$ cat src/rtl/wave_sample_scheduler.sv
// Two programmable sample-rate dividers (channels A/B) feeding a round-robin
// arbiter that shares one DAC/LUT write port through a req/ack handshake.
module wave_sample_scheduler #(
  parameter int unsigned DIV_W   = 16,
  parameter int unsigned DEF_DIV = 50
) (
  input  logic             clk,
  input  logic             rst_n,
  input  logic             en,
  input  logic [DIV_W-1:0] div_a,
  input  logic [DIV_W-1:0] div_b,
  input  logic             cfg_load,
  input  logic             dac_ack,
  input  logic             ovr_clr,
  output logic             tick_a,
  output logic             tick_b,
  output logic             dac_req,
  output logic             dac_ch,
  output logic             ovr_a,
  output logic             ovr_b
);

  typedef enum logic {
    IDLE  = 1'b0,
    GRANT = 1'b1
  } state_t;

  state_t           state;
  logic             last;
  logic [DIV_W-1:0] shadow_a;
  logic [DIV_W-1:0] shadow_b;
  logic [DIV_W-1:0] cnt_a;
  logic [DIV_W-1:0] cnt_b;
  logic             pend_a;
  logic             pend_b;

  logic term_a_c;
  logic term_b_c;
  logic grant_a_c;
  logic grant_b_c;

  // A terminal count is the per-channel "sample due" event; cfg_load suppresses it.
  assign term_a_c = !cfg_load && en && (cnt_a == shadow_a);
  assign term_b_c = !cfg_load && en && (cnt_b == shadow_b);

  // last=1 means B was served last, so A wins a tie.
  assign grant_a_c = (state == IDLE) && pend_a && (!pend_b || last);
  assign grant_b_c = (state == IDLE) && pend_b && (!pend_a || !last);

  // Dividers: shadow divisor, counter and tick pulse per channel.
  always_ff @(posedge clk or negedge rst_n) begin
    if (!rst_n) begin
      shadow_a <= DIV_W'(DEF_DIV);
      shadow_b <= DIV_W'(DEF_DIV);
      cnt_a    <= '0;
      cnt_b    <= '0;
      tick_a   <= 1'b0;
      tick_b   <= 1'b0;
    end else if (cfg_load) begin
      shadow_a <= div_a;
      shadow_b <= div_b;
      cnt_a    <= '0;
      cnt_b    <= '0;
      tick_a   <= 1'b0;
      tick_b   <= 1'b0;
    end else begin
      tick_a <= term_a_c;
      tick_b <= term_b_c;
      if (en) begin
        cnt_a <= term_a_c ? '0 : cnt_a + DIV_W'(1);
        cnt_b <= term_b_c ? '0 : cnt_b + DIV_W'(1);
      end
    end
  end

  // Pending flags and sticky overrun; a new terminal outranks the grant's clear.
  always_ff @(posedge clk or negedge rst_n) begin
    if (!rst_n) begin
      pend_a <= 1'b0;
      pend_b <= 1'b0;
      ovr_a  <= 1'b0;
      ovr_b  <= 1'b0;
    end else begin
      if (term_a_c)       pend_a <= 1'b1;
      else if (grant_a_c) pend_a <= 1'b0;
      if (term_b_c)       pend_b <= 1'b1;
      else if (grant_b_c) pend_b <= 1'b0;

      if (term_a_c && pend_a && !grant_a_c) ovr_a <= 1'b1;
      else if (ovr_clr)                      ovr_a <= 1'b0;
      if (term_b_c && pend_b && !grant_b_c) ovr_b <= 1'b1;
      else if (ovr_clr)                      ovr_b <= 1'b0;
    end
  end

  // Arbiter: IDLE issues one request, GRANT holds it until acknowledged.
  always_ff @(posedge clk or negedge rst_n) begin
    if (!rst_n) begin
      state   <= IDLE;
      last    <= 1'b1;
      dac_req <= 1'b0;
      dac_ch  <= 1'b0;
    end else begin
      case (state)
        IDLE: begin
          if (grant_a_c || grant_b_c) begin
            dac_req <= 1'b1;
            dac_ch  <= grant_b_c;
            state   <= GRANT;
          end
        end
        GRANT: begin
          if (dac_ack) begin
            dac_req <= 1'b0;
            last    <= dac_ch;
            state   <= IDLE;
          end
        end
        default: state <= IDLE;
      endcase
    end
  end

endmodule
$ cat config.mk
export PLATFORM = sky130hd
export DESIGN_NAME = wave_sample_scheduler
export DESIGN_NICKNAME = d
export VERILOG_FILES = /design/src/rtl/wave_sample_scheduler.sv
export SDC_FILE = /design/constraint.sdc
export NUM_CORES = 1
export LEC_CHECK = 0
export CORE_MARGIN = 2
export CORE_UTILIZATION = 45
export CTS_CLUSTER_SIZE = 24
export DETAILED_ROUTE_END_ITERATION = 6
export DONT_BUFFER_PORTS = 1
export HOLD_SLACK_MARGIN = 0.1
export PLACE_DENSITY = 0.62
export SLEW_MARGIN = 40
export SYNTH_ARGS = -nofsm -noshare
export SYNTH_HDL_FRONTEND = slang
export SYNTH_SLANG_ARGS = --single-unit
$ cat constraint.sdc
create_clock -name clk -period 5.4 [get_ports clk]
set_input_delay 1.08 -clock clk [delete_from_list [all_inputs] [get_ports clk]]
set_output_delay 1.08 -clock clk [all_outputs]
set_load 0.03 [all_outputs]
## After elaboration in Yosys (flattened, before gate mapping)

Index checks and enable logic that the tools add are counted.
Widths: inputs -> output; s select.

| word-level totals | value |
|---|---|
| output and inout bits | 6 |
| word-level logic and storage cells | 70 |
| flip-flop bits (word level) | 74 |

| operators by class | value |
|---|---|
| $add $sub $neg | 2 |
| muxes and demuxes | 21 |
| bitwise operators | 1 |
| equal/unequal tests | 4 |
| reductions and logical operators | 28 |

Operators by type and width:

| kind | count |
|---|---|
| $mux 16 | 6 |
| $add 16x1->16 const B | 2 |
| $eq 16x16->1 | 2 |
| $mux 1 | 13 |
| $logic_and 1x1->1 | 11 |
| $reduce_bool 2->1 | 5 |
| $logic_not 1->1 | 6 |
| $reduce_and 2->1 | 3 |
| $pmux 1 s2 | 2 |
| $logic_or 1x1->1 | 3 |
| $ne 2x1->1 const B | 1 |
| $ne 2x2->1 const B | 1 |
| $not 1->1 | 1 |

## Logic depth before layout (Yosys ltp)

Gate-level depths: netlist of run 1.

| logic depth | value |
|---|---|
| depth in word-level cells | 6 |
| mapped depth | 8 |
| gate-level depth less buffers | 6 |

## Worst setup path after synthesis of run 1

Ideal clock, no wire load.

| path | value |
|---|---|
| path kind | input to register |
| start point | input port cfg_load |
| end point | register shadow_a[0] |
| data required time | 5275 ps |
| slack | 3263 ps |
| data arrival time | 2013 ps |
| cell stages on the path | 3 |
| cell sequence | clkbuf_1 > buf_1 > mux2_2 |

RTL lines:

| item | line | text |
|---|---|---|
| from (decl) | 12 | `input logic cfg_load,` |
| to (signal assigned) | 53 | `shadow_a <= DIV_W'(DEF_DIV);` |
| to (signal assigned) | 60 | `shadow_a <= div_a;` |
| to (decl) | 30 | `logic [DIV_W-1:0] shadow_a;` |

No word-level cell between the ends.

## Worst setup path after layout of run 1

| path | value |
|---|---|
| start point | register cnt_a[12] |
| end point | register cnt_a[3] |

| between the ends | value |
|---|---|
| word-level cells in the longest chain between the ends | 5 |

Ends and longest elaborated chain:

| item | line | text |
|---|---|---|
| from (decl) | 32 | `logic [DIV_W-1:0] cnt_a;` |
| from (signal assigned) | 70 | `cnt_a <= term_a_c ? '0 : cnt_a + DIV_W'(1);` |
| $eq 16x16->1 | 43 | `assign term_a_c = !cfg_load && en && (cnt_a == shadow_a);` |
| $logic_and 1x1->1 | 43 |  |
| $mux 16 | 70 |  |
| $mux 16 | 69 | `if (en) begin` |
| $mux 16 | 59 | `end else if (cfg_load) begin` |

No other way between the ends. The select of a mux whose other input is x is not followed.
A chain may end at the register's enable or synchronous reset.

==> results of run 1 <==
[routing by layer]
layer / share of wire [%] / track usage (%) / up-vias
li1: - / - / 1329
met2: 47 / 26.9 / 46
met4: 1.7 / 7.37 / 0
met3: 3.2 / 3.24 / 11
met1: 48 / 23.1 / 1391
met5: 0 / 0 / -
[per-stage QoR]
step                setup WS [ps]  instances  power, mW  area [µm²]  hold WS, ps
floorplan                    3260        369      0.697        3940          494
global placement             2890        453      0.702        3940          513
detailed placement           2840        453      0.705        3940          518
CTS                          2870        469       1.16        4150          405
global route                 2780        469       1.19        4150          404
finish                       2850        469       1.14        4150          421
[critical path: stages (launching register included)]
cell and delay (ps):
sky130_fd_sc_hd__dfrtp_1 440, sky130_fd_sc_hd__xor2_1 190, sky130_fd_sc_hd__nor4_1 470, sky130_fd_sc_hd__nand4_2 620
sky130_fd_sc_hd__and4b_1 450, sky130_fd_sc_hd__a221o_1 260
[sequential cells by signal (all words and copies together) (netlist names), 16 cells and up]
register,cells
cnt_a,16
shadow_b,16
shadow_a,16
cnt_b,16
[layout make-up]
| class | count | share of cell area, % |
|---|---|---|
| tap | 108 | 3.26 |
| multi-input combinational | 264 | 46.3 |
| sequential | 74 | 44.8 |
| inverter | 7 | 0.633 |
| clock buffer | 14 | 4.16 |
| clock inverter | 2 | 0.844 |
[synth_stat cells (2+ instances only)]
cell	instances	area share, %
sky130_fd_sc_hd__a21boi_0	4	0.76
sky130_fd_sc_hd__a21oi_1	18	2.3
sky130_fd_sc_hd__a221o_1	5	1.3
sky130_fd_sc_hd__a22oi_1	5	0.95
sky130_fd_sc_hd__a31oi_1	8	1.3
sky130_fd_sc_hd__and3_1	3	0.48
sky130_fd_sc_hd__and4_1	4	0.89
sky130_fd_sc_hd__and4b_1	8	2.0
sky130_fd_sc_hd__buf_1	2	0.19
sky130_fd_sc_hd__buf_2	5	0.64
sky130_fd_sc_hd__buf_4	3	0.57
sky130_fd_sc_hd__buf_6	3	0.86
sky130_fd_sc_hd__clkbuf_1	10	0.95
sky130_fd_sc_hd__dfrtp_1	67	43
sky130_fd_sc_hd__dfstp_2	7	4.7
sky130_fd_sc_hd__ha_1	2	0.64
sky130_fd_sc_hd__inv_1	7	0.67
sky130_fd_sc_hd__mux2_2	33	9.4
sky130_fd_sc_hd__mux2i_1	2	0.51
sky130_fd_sc_hd__nand2_1	30	2.9
sky130_fd_sc_hd__nand2b_1	3	0.48
sky130_fd_sc_hd__nand3_1	18	2.3
sky130_fd_sc_hd__nand3b_1	2	0.38
sky130_fd_sc_hd__nand4_1	10	1.6
sky130_fd_sc_hd__nand4_2	2	0.64
sky130_fd_sc_hd__nand4b_1	3	0.67
sky130_fd_sc_hd__nor2_1	12	1.1
sky130_fd_sc_hd__nor2b_1	7	1.1
sky130_fd_sc_hd__nor3_1	8	1.0
sky130_fd_sc_hd__nor4_1	7	1.1
sky130_fd_sc_hd__nor4_2	2	0.64
sky130_fd_sc_hd__nor4b_1	2	0.44
sky130_fd_sc_hd__o21ai_0	10	1.3
sky130_fd_sc_hd__o22ai_1	2	0.32
sky130_fd_sc_hd__o31a_1	2	0.44
sky130_fd_sc_hd__or2_1	2	0.32
sky130_fd_sc_hd__or4b_1	10	2.5
sky130_fd_sc_hd__xor2_1	32	7.1
[cells by family (layout without fill, tap and decap cells)]
group           Yosys count  after routing  synth area share [%]
simple gates            138            138                  21.7
flops                    74             74                  47.2
compound gates           57             57                  9.28
mux                      35             35                  9.94
xor+xnor                 32             32                  7.12
buf+inv                  31             23                  4.10
fa+ha+maj                 2              2                 0.635
[worst max-delay path by stage]
stage | cells past startpoint | from | endpoint
detailed placement | 5 | cnt_a[12] | cnt_a[3]
floorplan | 3 | cfg_load | shadow_a[0]
global placement | 5 | cnt_a[12] | cnt_a[3]
global route | 5 | cnt_a[12] | cnt_a[3]
CTS | 5 | cnt_a[12] | cnt_a[3]
finish | 5 | cnt_a[12] | cnt_a[3]
[power breakdown]
| group | total, mW | leakage (nW) | internal, mW | switching [mW] |
|---|---|---|---|---|
| sequential | 0.621 | 0.946 | 0.593 | 0.0280 |
| combinational | 0.0720 | 0.754 | 0.0438 | 0.0282 |
| clock | 0.447 | 0.107 | 0.251 | 0.196 |
| total | 1.14 | 1.81 | 0.888 | 0.252 |
==> results, run 1 <==
- The latest clock arrival within the worst-skew pair is 350 ps.
- The endpoint identified for the worst register-to-register timing path is cnt_a[3].
- The data arrival time of the critical path is 2780 ps.
- The count of warnings emitted by yosys is 0.
- The library cell used most frequently in the layout, excluding fill and tap cells, is sky130_fd_sc_hd__dfrtp_1.
- Relative to the synthesized area, the layout overhead comes to 5.34%.
- Across the run, the number of max-cap violations was 0.
- The die covers 0.00952 mm².
- Of all nets on the critical path, the largest fanout is 28.
- In the layout the commonest cells are sky130_fd_sc_hd__dfrtp_1, sky130_fd_sc_hd__mux2_2, sky130_fd_sc_hd__xor2_1, sky130_fd_sc_hd__nand2_1.
- The startpoint of the worst-slack reg-to-reg timing path is cnt_a[12].
- In the finished design, the share of the clock period the worst path needs comes to 47.3%.
- The ratio of cells with drive above 1 in the final layout is 17.2%.
- For this run, the total global-route usage over all layers was measured as 17.1%.
- For this run, the share of the core covered by cells in the final layout is 48.3%.
- The HPWL after detailed placement is 5050 µm.
- The flow ran to the end, and the final reports show no timing, DRC or antenna violations.
- VDD sags by at most 0.000141 V.
- The number of distinct library cell variants in the gate-level netlist after synthesis is 47.
- The die is 97.6 µm tall.
- The initial antenna violation count was 0.
- Wires add up to 7920 µm.
- The total of cells resized after clock tree synthesis is 0.
- The number of buffers inserted by post-CTS setup repair is 0.
- The final weighted congestion in routability-driven placement is 0.846.
- The number of detailed-route iterations in the first pass is 4.
- The setup TNS after final layout is 0 ps.
- 44 I/O pins were placed.
- Clock tree synthesis inserted a total of 9 buffers.
- The minimum clock period is 2550 ps.
- The peak clock frequency supported by timing is 392 MHz.
- The synthesized design contains 74 register bits.
- Setup repair after global routing left no endpoint under its margin.
- Headroom to the max-slew limit came out at 47.7%.
- Detailed routing inserted a total of 2,777 vias.
- The path type of the worst setup path is flip-flop to flip-flop.
- The buffer levels on the longest clock path is 2.
- The count of routing violations after the opening detailed-route iteration is 174.
- The clock slew seen by the registers of the worst setup and hold paths is 80 ps.
- The fraction of synthesis flops using an asynchronous set or reset pin is 100%.
- CTS saw 74 sinks.
- STA classifies the critical path startpoint as a flip-flop.
- The max-slew violation total from the final report is 0.
- Port buffering added 0 buffers.
- The data required time at the worst endpoint is 5630 ps.
- The die extent in x is 97.6 µm.
- The starting density of the core is 45.8%.
- The placeable core region is 0.00859 mm².
- For the final database, setup skew stands at 9.76 ps.
- The largest net degree at the start of global routing is 75.
- Counting the fill cells in the layout gives 816.
- Synthesis produced a netlist with a net count of 409.
- The deepest level of the CTS H-tree is 3.
- The synthesized design contains 0 enable-type register cells.
- The average instance in the mapped netlist occupies 10.7 µm².
- The worst setup path is captured at a flip-flop.
- Dividing total power by cell area gives a power density of 275 mW/mm².
- The number of hold-slack violations in the final timing report is 0.
- The depth of the most critical reg-to-reg path is 5.
- The predominant post-synthesis flop cell is sky130_fd_sc_hd__dfrtp_1.
- The register-to-register path setup slack is 2850 ps.
- Clock tree synthesis selected as its root buffer the cell sky130_fd_sc_hd__clkbuf_8.
- The analysis attributes to cell leakage a power of 1.81 nW.
- TritonCTS built the clock tree.
- The number of hold buffers added after CTS was 0.
- The cell row count is 34.
- Summing all flip-flop and latch instances after layout gives 0.00186 mm².
- The first global-routing pass estimated 13,200 µm of wire.
- After synthesis the cells add up to 0.00394 mm².
- For the pin with the worst max-slew slack, the measured transition is 783 ps.
- The number of antenna-violating nets in the routed design is 0.
- Sequential elements use 47.2% of the synthesized area.
- The detailed-route wire length per cell is 16.9 µm.
- The via count of the first global-routing pass came to 2,728.
- The total overflow left after global routing is 0.
- The multi-input combinational cells in the finished layout cover a total of 0.00192 mm².
- The number of instances in the synthesized netlist is 369.
- In the routed design, unresolved DRC markers number 0.
- The path class of the tightest hold or removal check is primary input to async pin.
- The via density per instance is 5.92.
- The number of antenna diodes in the final layout is 0.
- The post-layout net count is 396.
- Setup violations remaining at the end of the flow were counted as 0.
Note: power is estimated with default switching activity, not from simulation.
==> run 2: changes to the inputs <==
--- a/config.mk
+++ b/config.mk
@@ -11,7 +11,7 @@
 export DETAILED_ROUTE_END_ITERATION = 6
 export DONT_BUFFER_PORTS = 1
 export HOLD_SLACK_MARGIN = 0.1
-export PLACE_DENSITY = 0.62
+export PLACE_DENSITY = 0.64
 export SLEW_MARGIN = 40
 export SYNTH_ARGS = -nofsm -noshare
 export SYNTH_HDL_FRONTEND = slang
==> constraint.sdc (replaced) <==
create_clock -name clk -period 2.09 [get_ports clk]
set_input_delay 0.418 -clock clk [delete_from_list [all_inputs] [get_ports clk]]
set_output_delay 0.418 -clock clk [all_outputs]
set_load 0.03 [all_outputs]
==> results, run 2 (synthesis results as in run 1) <==
- The flow ran to the end, but the final reports show violations.
- The checks that failed: negative hold slack.
- The layout has 799 filler cells.
- Leaving out fill and tap cells, the most frequent cells in the layout are sky130_fd_sc_hd__dfrtp_1, sky130_fd_sc_hd__mux2_2, sky130_fd_sc_hd__xor2_1, sky130_fd_sc_hd__nand2_1.
- The slew at the pin with the worst max-slew slack is 788 ps.
- Of all nets on the critical path, the largest fanout is 11.
- The tightest hold path in the finished design has a slack of -236 ps.
- After layout, the worst path uses 92.9% of the clock period.
- Setup violations remaining at the end of the flow were counted as 0.
- The library cell used most frequently in the layout, excluding fill and tap cells, is sky130_fd_sc_hd__dfrtp_1.
- The data arrival time of the critical path is 2200 ps.
- The congestion estimate from routability-driven global placement came to 0.866.
- In this run, the number of DRC markers left after iteration 0 of detailed routing was 155.
- The worst register-to-register path begins at cnt_b[2].
- For this configuration, the core starts out at a cell density of 45.8%.
- The register-to-register path setup slack is 150 ps.
- The leakage power figure is 1.88 nW.
- In this run the standard cell core region covers 0.00859 mm².
- The number of clock buffers inserted by TritonCTS is 9.
- Summed over all layers, the global routing overflow is 0.
- The min-delay analysis places its worst path in the category primary input to async pin.
- The critical path ends at cnt_b[11].
- The pre-antenna-repair detailed-routing pass consisted of 5 iterations.
- The routed design has 8070 µm of wire.
- The completed layout was analyzed and its total power is 3.02 mW.
- The number of hold-slack violations in the final timing report is 74.
- The overall routing resource usage is 17.7%.
- The repair_antennas step left the layout with diodes totalling 0.
- Setup repair after global routing left no endpoint under its margin.
- The worst pin sits at a relative slew slack of 47.3%.
- The post-DP HPWL is 5230 µm.
- The via density per instance is 5.83.
- The wire length of the first global-routing pass is 13,600 µm.
- The final layout contains 409 nets.
- The latest clock arrival within the worst-skew pair is 350 ps.
- The kind of end point of the critical path is a flip-flop.
- Measured in cells, the most critical reg-to-reg path has a length of 6.
- Counting along the longest clock path gives a buffer depth of 2.
- The die outline height is 97.6 µm.
- For this design the top-level I/O count stands at 44.
- The largest net degree at the start of global routing is 75.
- After detailed routing, the average wire length per cell comes to 16.7 µm.
- The setup TNS after final layout is 0 ps.
- The post-layout utilization of the core is 49.8%.
- Across the whole layout, storage elements account for 0.00186 mm².
- In this run the worst setup path begins at cnt_b[2].
- VDD sags by at most 0.000345 V.
- The area of the multi-input gates is 0.00193 mm².
- The H-tree was split into 3 levels.
- The number of remaining DRC errors is 0.
- Timing would allow up to 515 MHz.
- Row generation in the floorplan step produced 34 rows.
- After detailed placement, the total cell area comes to 0.00405 mm².
- The via count of the first global-routing pass is 2,799.
- The number of buffers inserted by post-CTS setup repair is 0.
- The total non-filler cell area in the finished layout is 0.00428 mm².
- Max-cap violations in this run came to 0.
- The CTS tree is built.
- The clock root buffer is sky130_fd_sc_hd__clkbuf_8.
- The power density over the cells is 707 mW/mm².
- The post-synthesis to final-layout area growth is 8.58%.
- The die extent in x is 97.6 µm.
- The category of the worst setup path launch point is a flip-flop.
- For this block, the via count after detailed routing is 2,809.
- The detail route stage leaves a number of antenna-violating nets equal to 0.
- The path type of the worst setup path is flip-flop to flip-flop.
- Input and output buffers added on the ports amount to 0.
- For this design, the sink count on the clock tree is 74.
- The initial antenna violation count is 0.
- Cells with a size suffix above 1 make up 20.6% of the layout.
- Clock-pin slew was measured on the worst setup and hold paths at 70 ps.
- The max-slew violation total from the final report is 0.
- The data required time at the worst endpoint is 2350 ps.
- The endpoint of the most critical register-to-register path is cnt_b[11].
- The maximum clock skew at final layout is 12.9 ps.
- The floorplan step defined a die boundary enclosing 0.00952 mm².
- The clock period could shrink to 1940 ps.
-- run 2: critical path: stages (launching register included) --
cell	delay, ps
sky130_fd_sc_hd__dfrtp_1	440
sky130_fd_sc_hd__xor2_1	300
sky130_fd_sc_hd__nor4_2	110
sky130_fd_sc_hd__nand4_2	170
sky130_fd_sc_hd__buf_4	210
sky130_fd_sc_hd__or4b_1	440
sky130_fd_sc_hd__a31oi_1	180
-- run 2: report_power, final --
part,internal (mW),switching [mW],total (mW)
Clock,0.701,0.524,1.23
Combinational,0.116,0.0771,0.193
Sequential,1.53,0.0724,1.60
-- run 2: worst min path at each step --
| stage | startpoint | endpoint | slack, ps | cells past startpoint |
|---|---|---|---|---|
| global placement | rst_n | shadow_b[0] | 120 | 0 |
| floorplan | rst_n | cnt_a[0] | 120 | 0 |
| detailed placement | rst_n | shadow_b[0] | 130 | 0 |
| CTS | rst_n | cnt_a[10] | -260 | 0 |
| global route | rst_n | cnt_b[0] | -260 | 0 |
| finish | rst_n | shadow_b[0] | -240 | 0 |
-- run 2: stage by stage --
step                hold slack (ps)  cells  setup slack [ps]
global placement                125    466              78.8
floorplan                       122    369               283
global route                   -259    482              16.5
finish                         -236    482               148
detailed placement              126    466               118
CTS                            -258    482              69.0
-- run 2: cell type report --
cell class / instances / area share, %
clock inverters: 5 / 1.81
repair buffers: 13 / 2.57
multi-input cells: 264 / 45.0
inverters: 7 / 0.614
flip-flops and latches: 74 / 43.5
well taps: 108 / 3.16
clock buffers: 11 / 3.31
-- run 2: repair_timing --
action                                 CTS  global route
endpoints found under the hold margin   74            74
gates resized for setup                  0             2
setup endpoints to repair                0            10
-- run 2: per-layer routing --
| layer | wire, µm | GRT usage (%) |
|---|---|---|
| met5 | 0 | 0 |
| met4 | 55 | 5.45 |
| met3 | 293 | 4.46 |
| met2 | 3860 | 27.5 |
| met1 | 3860 | 24.5 |
==> run 3: changes to the inputs <==
--- a/config.mk
+++ b/config.mk
@@ -7,6 +7,7 @@
 export LEC_CHECK = 0
 export CORE_MARGIN = 2
 export CORE_UTILIZATION = 45
+export CTS_BUF_LIST = sky130_fd_sc_hd__clkbuf_4
 export CTS_CLUSTER_SIZE = 24
 export DETAILED_ROUTE_END_ITERATION = 6
 export DONT_BUFFER_PORTS = 1
==> results, run 3 (synthesis results as in run 1) <==
- The run finished with clean final reports.
- The largest net degree at the start of global routing is 75.
- The overall routing resource usage is 18.3%.
- The cell row count is 34.
- The startpoint of the worst-slack reg-to-reg timing path is cnt_b[0].
- The clock reaches the later pin of the worst-skew pair after 410 ps.
- For this design the ratio of total power to cell area is 662 mW/mm².
- 0 antenna diodes ended up in the layout.
- The clock tree synthesis step divided the H-tree into 3 levels.
- Setup repair after global routing left no endpoint under its margin.
- The initial antenna violation count is 0.
- The clock root buffer is sky130_fd_sc_hd__clkbuf_4.
- The path class of the tightest hold or removal check is primary input to flip-flop.
- The part of the total power dissipated in the clock network is 34.9%.
- The worst ir drop on vdd is 0.000295 V.
- The peak clock frequency supported by timing is 517 MHz.
- Setup violations remaining at the end of the flow were counted as 0.
- The count of vias placed by the detailed router is 2,830.
- The worst path uses 92.6% of the clock period.
- The slowest cell on the critical path is sky130_fd_sc_hd__nor4_1.
- The minimum clock period is 1940 ps.
- In the routed layout, each cell is associated on average with a via count of 5.81.
- The worst setup path is launched from a flip-flop.
- In the routed design, unresolved DRC markers number 0.
- The internal power component is 2.15 mW.
- The first routing iteration left 162 violations.
- In the layout the commonest cells are sky130_fd_sc_hd__dfrtp_1, sky130_fd_sc_hd__mux2_2, sky130_fd_sc_hd__xor2_1, sky130_fd_sc_hd__nand2_1.
- The first detailed-routing pass ran for 4 iterations.
- The minimum setup slack in the final design is 155 ps.
- The setup path with the least slack is of type flip-flop to flip-flop.
- The placeable core region is 0.00859 mm².
- For this configuration, the core starts out at a cell density of 45.8%.
- The maximum fanout along the worst path is 11.
- Max-cap violations in this run came to 0.
- Clock-pin slew was measured on the worst setup and hold paths at 120 ps.
- Before CTS, the worst setup slack after placement is 118 ps.
- The signal on the critical path passes through xor2_1, nor4_1, nand4_2, buf_4, or4b_1, a31oi_1.
- Net switching is 24.2% of the power.
- The number of clock buffers inserted by TritonCTS is 9.
- During I/O placement, the number of pins put on the boundary was 44.
- The fraction of power consumed by combinational cells is 8.4%.
- The die outline height is 97.6 µm.
- Routability-driven placement finished with a final weighted congestion of 0.866.
- Across all hold checks on the routed design, the worst slack comes to 138 ps.
- The sequential share of power is 56.6%.
- The commonest non-fill, non-tap cell in the layout is sky130_fd_sc_hd__dfrtp_1.
- During placement, the flow inserted port buffers numbering 0.
- For this design, the sink count on the clock tree is 74.
- The wire length of the first global-routing pass is 14,000 µm.
- The critical path's largest stage delay is 450 ps.
- For this run the aggregate overflow at the end of global routing stands at 0.
- The via count of the first global-routing pass is 2,875.
- In this run the most critical hold path is launched from en.
- The post-DP HPWL is 5230 µm.
- In the final timing run, aggregate negative setup slack is 0 ps.
- The data arrival time of the critical path is 2200 ps.
- The detailed-route wire length per cell is 17.0 µm.
- The post-layout total power is 2.83 mW.
- The beginning of the critical path is cnt_b[0].
- The die extent in x is 97.6 µm.
- Wires add up to 8260 µm.
- The analysis attributes to net switching a power of 0.686 mW.
- For the final database, setup skew stands at 18.9 ps.
- The slew at the pin with the worst max-slew slack is 789 ps.
- After the flow finishes, the layout carries non-filler instances totaling 487.
- The worst pin sits at a relative slew slack of 47.2%.
- The number of placed instances, taps included, is 466.
- The post-route netlist has 21.4% of its cells at a drive strength greater than 1.
- At the end of the flow, the number of nets in the layout was 414.
- The number of buffers inserted by post-CTS setup repair is 0.
- The die area is 0.00952 mm².
- In this run the deepest clock path goes through 2 buffers.
- The number of antenna-violating nets in the routed design is 0.
- The number of hold-slack violations in the final timing report is 0.
- The post-synthesis to final-layout area growth is 8.80%.
- The max-slew violation total from the final report is 0.
- The kind of end point of the critical path is a flip-flop.
- TritonCTS built the clock tree.
- The leakage power figure is 1.88 nW.
- For the worst setup path, the data required time is 2360 ps.
run 3: changes by cell type in the layout (fill, tap and decap cells not counted), sizes merged:
| cell | before | now |
|---|---|---|
| buf | 13 | 15 |
| clkbuf | 11 | 10 |
| dlygate4sd3 | 0 | 3 |
| clkinv | 2 | 3 |
run 3: layout make-up:
| type | instances | area (µm²) |
|---|---|---|
| Sequential cell | 74 | 1860 |
| Tap cell | 108 | 135 |
| Inverter | 7 | 26.3 |
| Multi-Input combinational cell | 264 | 1930 |
| Timing Repair Buffer | 18 | 173 |
| Clock inverter | 6 | 81.3 |
| Clock buffer | 10 | 75.1 |
| Fill cell | 796 | 4310 |
run 3: worst max-delay path, delay by kind of cell, from the launching register on:
| kind | cells | cell delay, ps |
|---|---|---|
| and+or+nand+nor | 3 | 880 |
| xor gates and xnor gates | 1 | 160 |
| buffers and inverters | 1 | 240 |
| DFF | 1 | 440 |
| AOI/OAI and AO/OA | 1 | 90 |
run 3: power groups by stage:
stage | Combinational (mW) | Clock [mW] | Sequential [mW]
floorplan | 0.185 | 0 | 1.62
global placement | 0.186 | 0 | 1.63
detailed placement | 0.192 | 0 | 1.63
CTS | 0.242 | 1.03 | 1.61
global route | 0.266 | 1.08 | 1.62
finish | 0.239 | 0.991 | 1.61
run 3: timing repair:
action	in CTS	in global routing
resized for setup	0	4
endpoints found under the setup margin	0	10
hold buffers	5	0
hold endpoints to repair	98	0
run 3: final timing paths:
check,to,slack (ps),depth (start not counted)
min,cnt_a[1],140,2
min in group asynchronous,cnt_b[15],550,2
max in group asynchronous,shadow_a[1],1190,2
max reg2reg,cnt_b[11],150,6
min reg2reg,shadow_b[6],540,1
max,cnt_b[11],150,6
run 3: layer usage:
layer	wire length, µm	GRT usage [%]	up-vias
li1	-	-	1364
met1	3910	25.0	1397
met2	3900	28.9	67
met3	404	3.60	2
met4	44	7.05	0
met5	0	0	-
run 3: per-stage QoR:
stage                     cell area, µm²  util [%]
final                               4290      49.9
after global routing                4290      49.9
after CTS                           4270      49.7
after detailed placement            4050      47.1
after global placement              4050      47.1
after floorplan                     3940         -
